File: src/rtl/rice_pkg.sv
// Shared definitions for the Rice encoder, the Rice bit-packer and their benches.
package rice_pkg;

  localparam int RES_W     = 16;
  localparam int PARAM_W   = 4;
  localparam int MAX_PARAM = 14;

  // Stage-2 phase of the entry currently held in stage 1
  typedef enum logic [1:0] {
    ST_CODE,
    ST_PARAM,
    ST_FLUSH
  } stage_e;

  // Command kind as seen by the packer
  typedef enum logic [1:0] {
    CMD_NONE,
    CMD_CODE,
    CMD_PARAM,
    CMD_FLUSH
  } cmd_e;

  // Limit a requested Rice parameter to the largest one the packer supports
  function automatic logic [PARAM_W-1:0] clampParam(input logic [PARAM_W-1:0] k);
    return (k > PARAM_W'(MAX_PARAM)) ? PARAM_W'(MAX_PARAM) : k;
  endfunction

endpackage

File: src/rtl/rice_zigzag.sv
// Signed-to-unsigned zigzag map: r >= 0 -> 2r, r < 0 -> -2r-1.
// Shared with the parameter estimator, so it stays purely combinational.
module rice_zigzag
  import rice_pkg::*;
(
  input  logic [RES_W-1:0] residual_i,
  output logic [RES_W-1:0] mapped_o
);

  // Shifting left and inverting for negative inputs gives -2r-1 without an adder
  assign mapped_o = {residual_i[RES_W-2:0], 1'b0} ^ {RES_W{residual_i[RES_W-1]}};

endmodule

File: src/rtl/rice_encoder.sv
// Rice encoder front end: residual -> zigzag -> code-word / change-param / flush commands.
// Stage 1 holds one accepted sample; the stage-2 FSM walks it through PARAM, CODE and
// FLUSH and registers one command per cycle for the packer.
module rice_encoder
  import rice_pkg::*;
(
  input  logic               iClock,
  input  logic               iReset,
  input  logic               iValid,
  output logic               oReady,
  input  logic [RES_W-1:0]   iResidual,
  input  logic               iPartStart,
  input  logic               iLast,
  input  logic [PARAM_W-1:0] iRiceParam,
  output logic               oValid,
  output logic               oChangeParam,
  output logic               oFlush,
  output logic [RES_W-1:0]   oTotal,
  output logic [RES_W-1:0]   oUpper,
  output logic [RES_W-1:0]   oLower,
  output logic [PARAM_W-1:0] oRiceParam,
  output logic               oOverflow
);

  logic [RES_W-1:0]   mappedIn;

  logic               readyEn_q;
  logic               s1Valid_q, s1Valid_d;
  logic [RES_W-1:0]   mapped_q;
  logic               last_q;
  logic [PARAM_W-1:0] k_q;
  stage_e             state_q, state_d;

  cmd_e               cmd_q, cmd_d;
  logic [RES_W-1:0]   total_q, total_d;
  logic [RES_W-1:0]   upper_q, upper_d;
  logic [RES_W-1:0]   lower_q, lower_d;
  logic [PARAM_W-1:0] outK_q, outK_d;
  logic               overflow_q, overflow_d;

  logic               retire;
  logic               transfer;
  logic [RES_W-1:0]   maskW;
  logic [RES_W-1:0]   upperW;
  logic [RES_W-1:0]   lowerW;
  logic [RES_W:0]     totalW;

  rice_zigzag u_zigzag (
    .residual_i (iResidual),
    .mapped_o   (mappedIn)
  );

  // Code-word fields for the held sample; total keeps a 17th bit to spot overflow
  always_comb begin
    maskW  = (RES_W'(1) << k_q) - RES_W'(1);
    upperW = mapped_q >> k_q;
    lowerW = (RES_W'(1) << k_q) | (mapped_q & maskW);
    totalW = {1'b0, upperW} + (RES_W+1)'(k_q) + (RES_W+1)'(1);
  end

  // Stage-2 FSM: pick this cycle's command, decide whether stage 1 frees up, accept input
  always_comb begin
    state_d    = state_q;
    retire     = 1'b0;
    cmd_d      = CMD_NONE;
    total_d    = '0;
    upper_d    = '0;
    lower_d    = '0;
    outK_d     = '0;
    overflow_d = overflow_q;
    if (s1Valid_q) begin
      outK_d = k_q;
      case (state_q)
        ST_PARAM: begin
          cmd_d   = CMD_PARAM;
          state_d = ST_CODE;
        end
        ST_CODE: begin
          cmd_d   = CMD_CODE;
          upper_d = upperW;
          lower_d = lowerW;
          if (totalW[RES_W]) begin
            total_d    = '1;
            overflow_d = 1'b1;
          end else begin
            total_d = totalW[RES_W-1:0];
          end
          if (last_q) begin
            state_d = ST_FLUSH;
          end else begin
            retire = 1'b1;
          end
        end
        ST_FLUSH: begin
          cmd_d   = CMD_FLUSH;
          state_d = ST_CODE;
          retire  = 1'b1;
        end
        default: state_d = ST_CODE;
      endcase
    end
    oReady    = readyEn_q && (!s1Valid_q || retire);
    transfer  = iValid && oReady;
    s1Valid_d = transfer || (s1Valid_q && !retire);
    if (transfer) begin
      state_d = iPartStart ? ST_PARAM : ST_CODE;
    end
  end

  // Stage 1 accept register plus FSM state; k only moves at a partition start
  always_ff @(posedge iClock or posedge iReset) begin
    if (iReset) begin
      readyEn_q <= 1'b0;
      s1Valid_q <= 1'b0;
      mapped_q  <= '0;
      last_q    <= 1'b0;
      k_q       <= '0;
      state_q   <= ST_CODE;
    end else begin
      readyEn_q <= 1'b1;
      s1Valid_q <= s1Valid_d;
      state_q   <= state_d;
      if (transfer) begin
        mapped_q <= mappedIn;
        last_q   <= iLast;
        if (iPartStart) begin
          k_q <= clampParam(iRiceParam);
        end
      end
    end
  end

  // Registered command outputs so the packer sees clean single-cycle pulses
  always_ff @(posedge iClock or posedge iReset) begin
    if (iReset) begin
      cmd_q      <= CMD_NONE;
      total_q    <= '0;
      upper_q    <= '0;
      lower_q    <= '0;
      outK_q     <= '0;
      overflow_q <= 1'b0;
    end else begin
      cmd_q      <= cmd_d;
      total_q    <= total_d;
      upper_q    <= upper_d;
      lower_q    <= lower_d;
      outK_q     <= outK_d;
      overflow_q <= overflow_d;
    end
  end

  assign oValid       = (cmd_q != CMD_NONE);
  assign oChangeParam = (cmd_q == CMD_PARAM);
  assign oFlush       = (cmd_q == CMD_FLUSH);
  assign oTotal       = total_q;
  assign oUpper       = upper_q;
  assign oLower       = lower_q;
  assign oRiceParam   = outK_q;
  assign oOverflow    = overflow_q;

endmodule

File: config.mk
export PLATFORM = sky130hd
export DESIGN_NAME = rice_encoder
export DESIGN_NICKNAME = d
export VERILOG_FILES = /design/src/rtl/rice_pkg.sv /design/src/rtl/rice_zigzag.sv /design/src/rtl/rice_encoder.sv
export SDC_FILE = /design/constraint.sdc
export NUM_CORES = 1
export LEC_CHECK = 0
export BUFFER_PORTS_ARGS = -buffer_cell sky130_fd_sc_hd__buf_4
export CAP_MARGIN = 20
export CORE_MARGIN = 10
export CORE_UTILIZATION = 55
export DETAILED_ROUTE_END_ITERATION = 12
export PLACE_DENSITY = 0.89
export REMOVE_ABC_BUFFERS = 1
export SLEW_MARGIN = 20
export SYNTH_ARGS = -nofsm -noshare
export SYNTH_HDL_FRONTEND = slang
export SYNTH_SLANG_ARGS = --single-unit
File: constraint.sdc
create_clock -name iClock -period 4.5 [get_ports iClock]
set_input_delay 0.675 -clock iClock [delete_from_list [all_inputs] [get_ports iClock]]
set_output_delay 0.675 -clock iClock [all_outputs]
set_load 0.02 [all_outputs]
# ---- Word-level counts from Yosys, hierarchy flattened
# Cells that the tools add are included.
# W data, S select, Z words.
dict set report op_classes {
  addsub 3
  order_cmp 1
  n_eq_ne 5
  shifts 2
  n_mux 19
  n_bitwise 3
  reduce_logical 13
}
# op count
set op_table {}
lappend op_table {{$mux W16} 7}
lappend op_table {{$add A16 B4 Y17} 1}
lappend op_table {{$add A17 B1 Y17 const B} 1}
lappend op_table {{$and A16 B16 Y16} 1}
lappend op_table {{$or A16 B16 Y16} 1}
lappend op_table {{$shl A1 B4 Y16 const A} 1}
lappend op_table {{$shr A16 B4 Y16} 1}
lappend op_table {{$sub A16 B2 Y16 const B} 1}
lappend op_table {{$xor A16 B16 Y16} 1}
lappend op_table {{$mux W2} 5}
lappend op_table {{$mux W4} 2}
lappend op_table {{$eq A2 B2 Y1 const B} 3}
lappend op_table {{$pmux W2 S3} 1}
lappend op_table {{$gt A4 B4 Y1 const B} 1}
lappend op_table {{$reduce_and A2 Y1} 2}
lappend op_table {{$reduce_bool A2 Y1} 2}
lappend op_table {{$logic_and A1 B1 Y1} 3}
lappend op_table {{$mux W1} 3}
lappend op_table {{$ne A3 B3 Y1 const B} 1}
lappend op_table {{$reduce_and A3 Y1} 1}
lappend op_table {{$eq A2 B1 Y1 const B} 1}
lappend op_table {{$logic_not A1 Y1} 2}
lappend op_table {{$logic_not A2 Y1} 1}
lappend op_table {{$logic_or A1 B1 Y1} 2}
lappend op_table {{$pmux W1 S2} 1}
dict set report word_totals {
  regBits 80
  inputBits 25
  output_inout_bits 57
  elab_cells 58
}

# ---- Longest topological paths before layout
# Gate-level depths: netlist of run 1.
dict set report depth {
  word_depth 8
  mapped_depth 19
  mapped_depth_nobuf 15
}

# ---- By module
# Synthesis of run 1 repeated with hierarchy kept, for this count alone.
dict set report hier_totals {
  hier_cells 443
  area_unflattened_um2 4282.9
}
# module instances cells_per_inst area_each_um2 seq_area_each_um2
set by_module_without_submodules {}
lappend by_module_without_submodules {rice_encoder 1 425 4112.7 2001.9}
lappend by_module_without_submodules {rice_zigzag 1 18 170.2 0.0}

# ---- Worst setup path before layout of run 1
# Ideal clock, no wire load.
dict set report synth_path {
  path_type {register -> register}
  start {register k_q[1]}
  end {register total_q[15], in the netlist oTotal[15]}
  setup_ps 69
  t_arrival_ps 3476
  t_required_ps 4431
  path_slack_ps 956
  path_stages_with_launch 15
  n_path_buf 3
  synth_period_minus_slack_ps 3544
  cell_sequence {dfrtp_1 buf_6 buf_8 buf_4 mux2_2 nor2_1 a31oi_1 mux4_2 ha_1 o21ai_0 a21boi_0 o2111ai_4 or3_4 or4_1 nand3_1}
}
dict set report synth_between {
  elab_chain_cells 6
}
# element line_no
set synth_rtl {}
lappend synth_rtl {{start: declaration} rice_encoder.sv:31} ;# logic [PARAM_W-1:0] k_q;
lappend synth_rtl {{start signal: assignment} rice_encoder.sv:127} ;# k_q <= clampParam(iRiceParam);
lappend synth_rtl {{$shr A16 B4 Y16} rice_encoder.sv:56} ;# upperW = mapped_q >> k_q;
lappend synth_rtl {{$add A16 B4 Y17 (*)} rice_encoder.sv:58} ;# totalW = {1'b0, upperW} + (RES_W+1)'(k_q) + (RES_W+1)'(1);
lappend synth_rtl {{$add A17 B1 Y17 (*)} rice_encoder.sv:58}
lappend synth_rtl {{$mux W16 (*)} rice_encoder.sv:82} ;# if (totalW[RES_W]) begin
lappend synth_rtl {{$mux W16 (*)} rice_encoder.sv:73} ;# case (state_q)
lappend synth_rtl {{$mux W16 (*)} rice_encoder.sv:71} ;# if (s1Valid_q) begin
lappend synth_rtl {{via total_d[15]} rice_encoder.sv:35} ;# logic [RES_W-1:0] total_q, total_d;
lappend synth_rtl {{end signal: assignment} rice_encoder.sv:144} ;# total_q <= total_d;
lappend synth_rtl {{end: declaration} rice_encoder.sv:35}
# Mark *: on every way through the listed nets, which the timed path passes. The rest lies on a longest branch.
# A chain may end at the register's enable or synchronous reset.

# ---- Final worst setup path of run 1
# Same ends and word-level chain as after synthesis.

==> results of run 1 <==
[how the worst max path moves through the flow]
| stage | from | end | cells after the start |
|---|---|---|---|
| floorplan | k_q[0] | oTotal[15] | 11 |
| global placement | k_q[0] | oTotal[8] | 15 |
| detailed placement | k_q[0] | oTotal[0] | 15 |
| CTS | k_q[0] | oTotal[9] | 15 |
| global route | k_q[1] | oTotal[15] | 12 |
| finish | k_q[1] | oTotal[15] | 12 |
[sequential cells by signal, summed over array words and instances (netlist names), 2 cells and up]
signal      cells
mapped_q       16
oRiceParam      4
oTotal         16
oLower         16
state_q         2
oUpper         16
cmd_q           2
k_q             4
[through the flow]
stage | area [um^2] | hold slack (ps) | power, mW | cells | worst slack [ps]
after floorplan | 4038 | 468.0 | 2.509 | 375 | 593.1
after global placement | 4830 | 451.7 | 3.107 | 563 | 599.6
after detailed placement | 4830 | 476.3 | 3.162 | 563 | 402.8
after CTS | 5065 | 448.8 | 3.801 | 578 | 364.4
after global routing | 5069 | 497.5 | 4.078 | 578 | 55.51
final | 5069 | 429.2 | 3.809 | 578 | 413.4
[per-layer routing]
metal | part of all wire, % | wire length (um) | up-vias | global-route usage [%]
met2 | 50 | 4823 | 125 | 28.53
met4 | 2.0 | 197 | 0 | 7.347
met1 | 42 | 4061 | 1576 | 21.02
met3 | 6.3 | 608 | 16 | 4.311
li1 | - | - | 1547 | -
met5 | 0 | 0 | - | 0
[power by group through the flow]
stage               Combinational [mW]  Clock [mW]  Sequential, mW
CTS                               1.99       0.635            1.18
floorplan                         1.19           0            1.31
global route                      2.19       0.665            1.22
finish                            2.00       0.627            1.19
detailed placement                1.97           0            1.19
global placement                  1.92           0            1.18
[layout by cell type, fill, tap and decap left out, types with 2 or more instances in the layout]
master / instances
buf_4: 89
dfrtp_1: 79
nand2_1: 43
o21ai_0: 35
nor2_1: 31
xnor2_1: 22
a21oi_1: 12
and2_1: 11
mux2_2: 10
nand3_1: 10
clkbuf_8: 10
inv_1: 8
mux2i_1: 7
o21ai_1: 7
ha_1: 7
a211oi_1: 6
a31oi_1: 6
nor3_1: 6
nor2b_1: 5
mux4_2: 5
a22oi_1: 5
nand2b_1: 5
mux4_1: 4
xor2_1: 4
nand3b_1: 3
nand3_2: 3
a32oi_1: 3
bufinv_16: 3
o21a_1: 2
a21o_1: 2
a21boi_0: 2
a221oi_1: 2
or3_1: 2
and3_1: 2
clkbuf_1: 2
[area by class of cell]
class | count | area [um^2]
fill | 556 | 2301
sequential | 80 | 2003
multi-input combinational | 285 | 2001
timing repair buffer | 89 | 668.1
clock buffer | 12 | 145.1
tap | 99 | 123.9
clock inverter | 3 | 90.09
inverter | 10 | 37.54
[cells by family (layout without fill, tap and decap cells)]
group,Yosys count,in the layout,synth area share [%]
AOI/OAI and AO/OA,89,89,13.41
buffers and inverters,38,114,5.133
and+or+nand+nor,135,135,16.44
other,1,1,0.08894
DFF,80,80,47.48
xor gates and xnor gates,26,26,5.400
muxes,26,26,9.496
adders and majority gates,8,8,2.552
[timing repair]
action,in CTS,in global routing
resized for setup,0,1
endpoints found under the setup margin,0,5
endpoints found under the hold margin,0,0
==> run_results.csv, run 1 <==
group,metric,value,unit
place,place_hpwl,7238,um
critical_path,critPathLaunchType,"flip-flop",
die,die_w,107.6,um
critical_path,worst-path-max-fanout,19,
grt,grt_max_degree,44,
die,floorplan.rows,31,
finish,drive_gt1_share,28.60,%
critical_path,crit_chain,"mux2i_1 -> o21ai_0 -> mux2i_1 -> a21oi_1 -> ha_1 -> nor2b_1 -> o21ai_0 -> a21boi_0 -> o2111ai_4 -> or3_4 -> or4_1 -> nand3_1",
detailed_routing,dr_total_vias,3264,
detailed_routing,dr.first_iter.drc_count,270,
run,drv_cap,0,
die,ios,82,
critical_path,r2r_cells,12,
synthesis,synthTopCellsByArea,"dfrtp_1 (47%), xnor2_1 (4.6%), o21ai_0 (4.2%)",
die,core-area,7370,um^2
sta,slew_headroom,41.31,%
die,die-area,11570,um^2
die,die_y,107.6,um
critical_path,required,4790,ps
sta,finClkSkew,8.668,ps
synthesis,async_reset_ff_share,100.0,%
finish,nets,508,
synthesis,synth.most_common_cell,"dfrtp_1",
critical_path,reg2reg_to,"oTotal[15]",
synthesis,yosys-top-cells-count,"dfrtp_1 (80), nand2_1 (44), o21ai_0 (35)",
synthesis,synth_area,4217,um^2
sta,setup_viol,0,
cts,clock_sinks,80,
synthesis,netlist.area_leader.share,47.48,%
pwr,power.density,751.4,nW/um^2
sta,setup_tns,0,ps
critical_path,critPathKind,"flip-flop to flip-flop",
critical_path,r2r_setup_slack,410,ps
grt,antenna_found_initial,0,
synthesis,ys_seq_elements,80,
cts,cts_tree,"done",
pwr,p_sw,1.643,mW
status,status,"complete, no violations",
critical_path,max_stage_delay,810,ps
place,io_buffer_count,81,
grt,grt_overflow,0,
pwr,combPwrFrac,52.4,%
synthesis,yosys_warnings,0,
critical_path,critPathTopFamily,"compound AO/OA/AOI/OAI gates",
pwr,switching_share,43.15,%
grt,grtUsageTotal,17.29,%
grt,grt_pass1_vias,3294,
finish,utilization,68.78,%
pwr,p_seq_share,31.1,%
detailed_routing,drt.antenna.violating_nets,0,
critical_path,slowest_stage,"dfrtp_1",
pwr,p_int,2.165,mW
sta,report.final.slew_viol_count,0,
worst_hold_path,hold_path.class,"input pin to asynchronous set/reset pin",
synthesis,syn_inst,403,
synthesis,yosysTopAreaCell,"dfrtp_1",
grt,grt_pass1_wl,16060,um
finish,antenna_cells,0,
sta,fmax,244.7,MHz
critical_path,worst_setup_path_end_kind,"flip-flop",
cts,postCtsSetupBuffers,0,
cts,cts-htree-levels,3,
synthesis,yosysSeqAreaShare,47.48,%
cts,clkLatencyLatePin,360,ps
cts,cts.clk_slew.worst_paths,80,ps
sta,period_share,90.81,%
critical_path,r2r-start,"k_q[1]",
sta,rsz0062_at_grt,"no",
finish,area_growth,20.21,%
detailed_routing,first_pass_iters,5,
critical_path,cp.arrival,4380,ps
synthesis,synth-edff-count,0,
detailed_routing,drc,0,
cts,ctsHoldBuffers,0,
detailed_routing,viasPerCell,5.647,
pwr,p_clk_share,16.5,%
sta,hold_viol,0,
pwr,ir_worst_vdd,399.7,uV
cts,cts-root-buf,"clkbuf_8",
pwr,power_leakage,2.393,nW
detailed_routing,wire_per_inst,16.76,um
cts,clockBufferDepth,2,
detailed_routing,wirelength,9690,um
cts,cts_buffers,9,
critical_path,cp.buffers_inverters,0,
die,floorplan.initialDensity,57.22,%
synthesis,synth_cell_types,62,
synthesis,avgSynthCellArea,10.46,um^2
sta,fin_crit,4087,ps
sta,tightest_slew,878.3,ps
place,gp_congestion,0.9118,
synthesis,ys.flop_type,"dfrtp_1",
Note: power is estimated with default switching activity, not from simulation.
==> run 2: changes to the inputs <==
--- a/config.mk
+++ b/config.mk
@@ -8,11 +8,12 @@
 export BUFFER_PORTS_ARGS = -buffer_cell sky130_fd_sc_hd__buf_4
 export CAP_MARGIN = 20
 export CORE_MARGIN = 10
-export CORE_UTILIZATION = 55
+export CORE_UTILIZATION = 56
 export DETAILED_ROUTE_END_ITERATION = 12
-export PLACE_DENSITY = 0.89
+export PLACE_DENSITY = 0.9
 export REMOVE_ABC_BUFFERS = 1
 export SLEW_MARGIN = 20
 export SYNTH_ARGS = -nofsm -noshare
 export SYNTH_HDL_FRONTEND = slang
+export SYNTH_HIERARCHICAL = 1
 export SYNTH_SLANG_ARGS = --single-unit
==> run 2 against run 1 <==
- design area grew 1.9%
- wire length rose by 13%
- register-to-register slack improved by 120 ps
- die area fell by 0.20%
- hold slack better by 41 ps
- utilization up 1.7 points
- critical path type unchanged
==> run_results.csv, run 2 <==
group,metric,value,unit
cts,postCtsSetupBuffers,0,
critical_path,worst_setup_path_end_kind,"flip-flop",
grt,grt_pass1_wl,18110,um
sta,report.final.slew_viol_count,0,
synthesis,synthTopCellsByArea,"dfrtp_1 (47%), nand2_1 (6.7%), mux2i_1 (3.7%)",
critical_path,critPathLaunchType,"flip-flop",
die,die_w,107.5,um
grt,grtUsageTotal,19.53,%
synthesis,ys.flop_type,"dfrtp_1",
detailed_routing,drt.antenna.violating_nets,0,
sta,slew_headroom,39.00,%
die,die_y,107.5,um
sta,fmax,252.3,MHz
cts,clock_sinks,80,
sta,setup_viol,0,
sta,hold_viol,0,
cts,cts.clk_slew.worst_paths,80,ps
detailed_routing,wire_per_inst,17.66,um
detailed_routing,wl_met2,5645,um
critical_path,worst-path-max-fanout,12,
finish,area_growth,20.63,%
detailed_routing,wirelength,10930,um
synthesis,async_reset_ff_share,100.0,%
synthesis,netlist.area_leader.share,46.74,%
grt,grt_max_degree,44,
detailed_routing,routed.top_layer,"met4",
place,place_hpwl,8194,um
finish,nets,549,
critical_path,critPathKind,"flip-flop to flip-flop",
cts,cts-root-buf,"clkbuf_8",
sta,holdWs,470.1,ps
die,core-area,7331,um^2
die,ios,82,
synthesis,synth.most_common_cell,"dfrtp_1",
cts,ctsHoldBuffers,0,
synthesis,yosysTopAreaCell,"dfrtp_1",
die,floorplan.initialDensity,58.42,%
critical_path,r2r_setup_slack,540,ps
synthesis,avgSynthCellArea,9.668,um^2
cts,cts-htree-levels,3,
critical_path,cp.arrival,4200,ps
cts,clkLatencyLatePin,360,ps
grt,grt_overflow,0,
detailed_routing,drc,0,
finish,final_cell_mix,"buf_4 (93), dfrtp_1 (80), nand2_1 (76)",
grt,antenna_found_initial,0,
grt,grt_pass1_vias,3553,
run,drv_cap,0,
worst_hold_path,hold_path.class,"input pin to asynchronous set/reset pin",
pwr,power_leakage,2.570,nW
synthesis,yosys_warnings,6,
detailed_routing,dr.first_iter.drc_count,250,
cts,cts.repair.resized,0,
cts,cts_tree,"done",
synthesis,synth_area,4283,um^2
sta,tightest_slew,915.0,ps
critical_path,worstSetupEndpoint,"oTotal[15]",
status,status,"complete, no violations",
finish,utilization,70.47,%
cts,clockBufferDepth,2,
detailed_routing,viasPerCell,5.667,
sta,period_share,88.09,%
detailed_routing,route.met3.wl,730,um
place,io_buffer_count,81,
cts,cts_buffers,9,
critical_path,cp-startpoint,"k_q[1]",
synthesis,synth-edff-count,0,
sta,rsz0062_at_grt,"no",
finish,antenna_cells,0,
synthesis,syn_inst,443,
synthesis,synth_cell_types,64,
finish,drive_gt1_share,26.35,%
detailed_routing,met1_length,4271,um
critical_path,reg2reg_to,"oTotal[15]",
die,floorplan.rows,31,
synthesis,yosysSeqAreaShare,46.74,%
sta,fin_crit,3964,ps
critical_path,r2r-start,"k_q[1]",
sta,finClkSkew,13.57,ps
pwr,ir_worst_vdd,302.5,uV
die,die-area,11550,um^2
pwr,power.density,749.1,nW/um^2
finish,layout_commonest_cell,"buf_4",
detailed_routing,dr_total_vias,3508,
sta,setup_tns,0,ps
synthesis,yosys-top-cells-count,"dfrtp_1 (80), nand2_1 (76), nor2_1 (38)",
critical_path,r2r_cells,13,
detailed_routing,first_pass_iters,5,
critical_path,required,4740,ps
synthesis,ys_seq_elements,80,
place,gp_congestion,0.9047,
run 2: cells by family (layout without fill, tap and decap cells):
logic type,after synthesis,count (layout),share of synthesized area [%]
compound gates,70,70,10.78
other cells,1,1,0.08756
mux,36,36,10.31
buf+inv,44,121,4.820
flops,80,80,46.74
fa+ha+maj,8,8,2.512
simple gates,181,181,20.04
xor+xnor,23,23,4.703
run 2: worst min-delay path by stage:
stage                     startpoint        end  slack (ps)
final                         iReset  oTotal[5]         470
after global routing       oOverflow  oOverflow         510
after CTS                  oOverflow  oOverflow         490
after detailed placement   oOverflow  oOverflow         470
after global placement     oOverflow  oOverflow         450
after floorplan               last_q     last_q         460
run 2: area by class of cell:
type                       count  area (um^2)
tap                           99        123.9
timing repair buffer          93        698.2
clock buffer                  10        137.6
multi-input combinational    319         2074
inverter                      13        48.80
fill                         552         2165
sequential                    80         2002
clock inverter                 5        81.33
run 2: stage by stage:
| stage | cells | setup WS, ps | instance area (um^2) | power (mW) |
|---|---|---|---|---|
| 2_1_floorplan | 412 | 569.3 | 4125 | 2.535 |
| 3_3_place_gp | 604 | 729.2 | 4947 | 3.210 |
| 3_5_place_dp | 604 | 622.5 | 4947 | 3.269 |
| 4_1_cts | 619 | 556.5 | 5166 | 3.855 |
| 5_1_grt | 619 | 228.0 | 5166 | 4.141 |
| 6_report | 619 | 535.8 | 5166 | 3.870 |
run 2: worst max-delay path: stages (launching register included):
cell and delay, ps:
dfrtp_1 680, buf_4 300, mux2_1 360, nor3_1 150, a311o_1 260, mux2i_1 190, ha_1 350, nor2b_1 120
o21ai_0 90, a21boi_0 330, o2111ai_1 280, nor2_1 260, nand4_1 130, mux2_1 340
run 2: per-layer routing:
| layer | global-route usage, % | up-vias |
|---|---|---|
| met2 | 33.68 | 144 |
| met1 | 22.46 | 1691 |
| li1 | - | 1648 |
| met5 | 0 | - |
| met3 | 4.910 | 25 |
| met4 | 8.492 | 0 |
run 2: where the power goes:
part	switching, mW	leakage (nW)	internal [mW]
Clock	0.252	0.108	0.324
Sequential	0.216	1.06	0.934
Combinational	1.27	1.40	0.873
Total	1.74	2.57	2.13
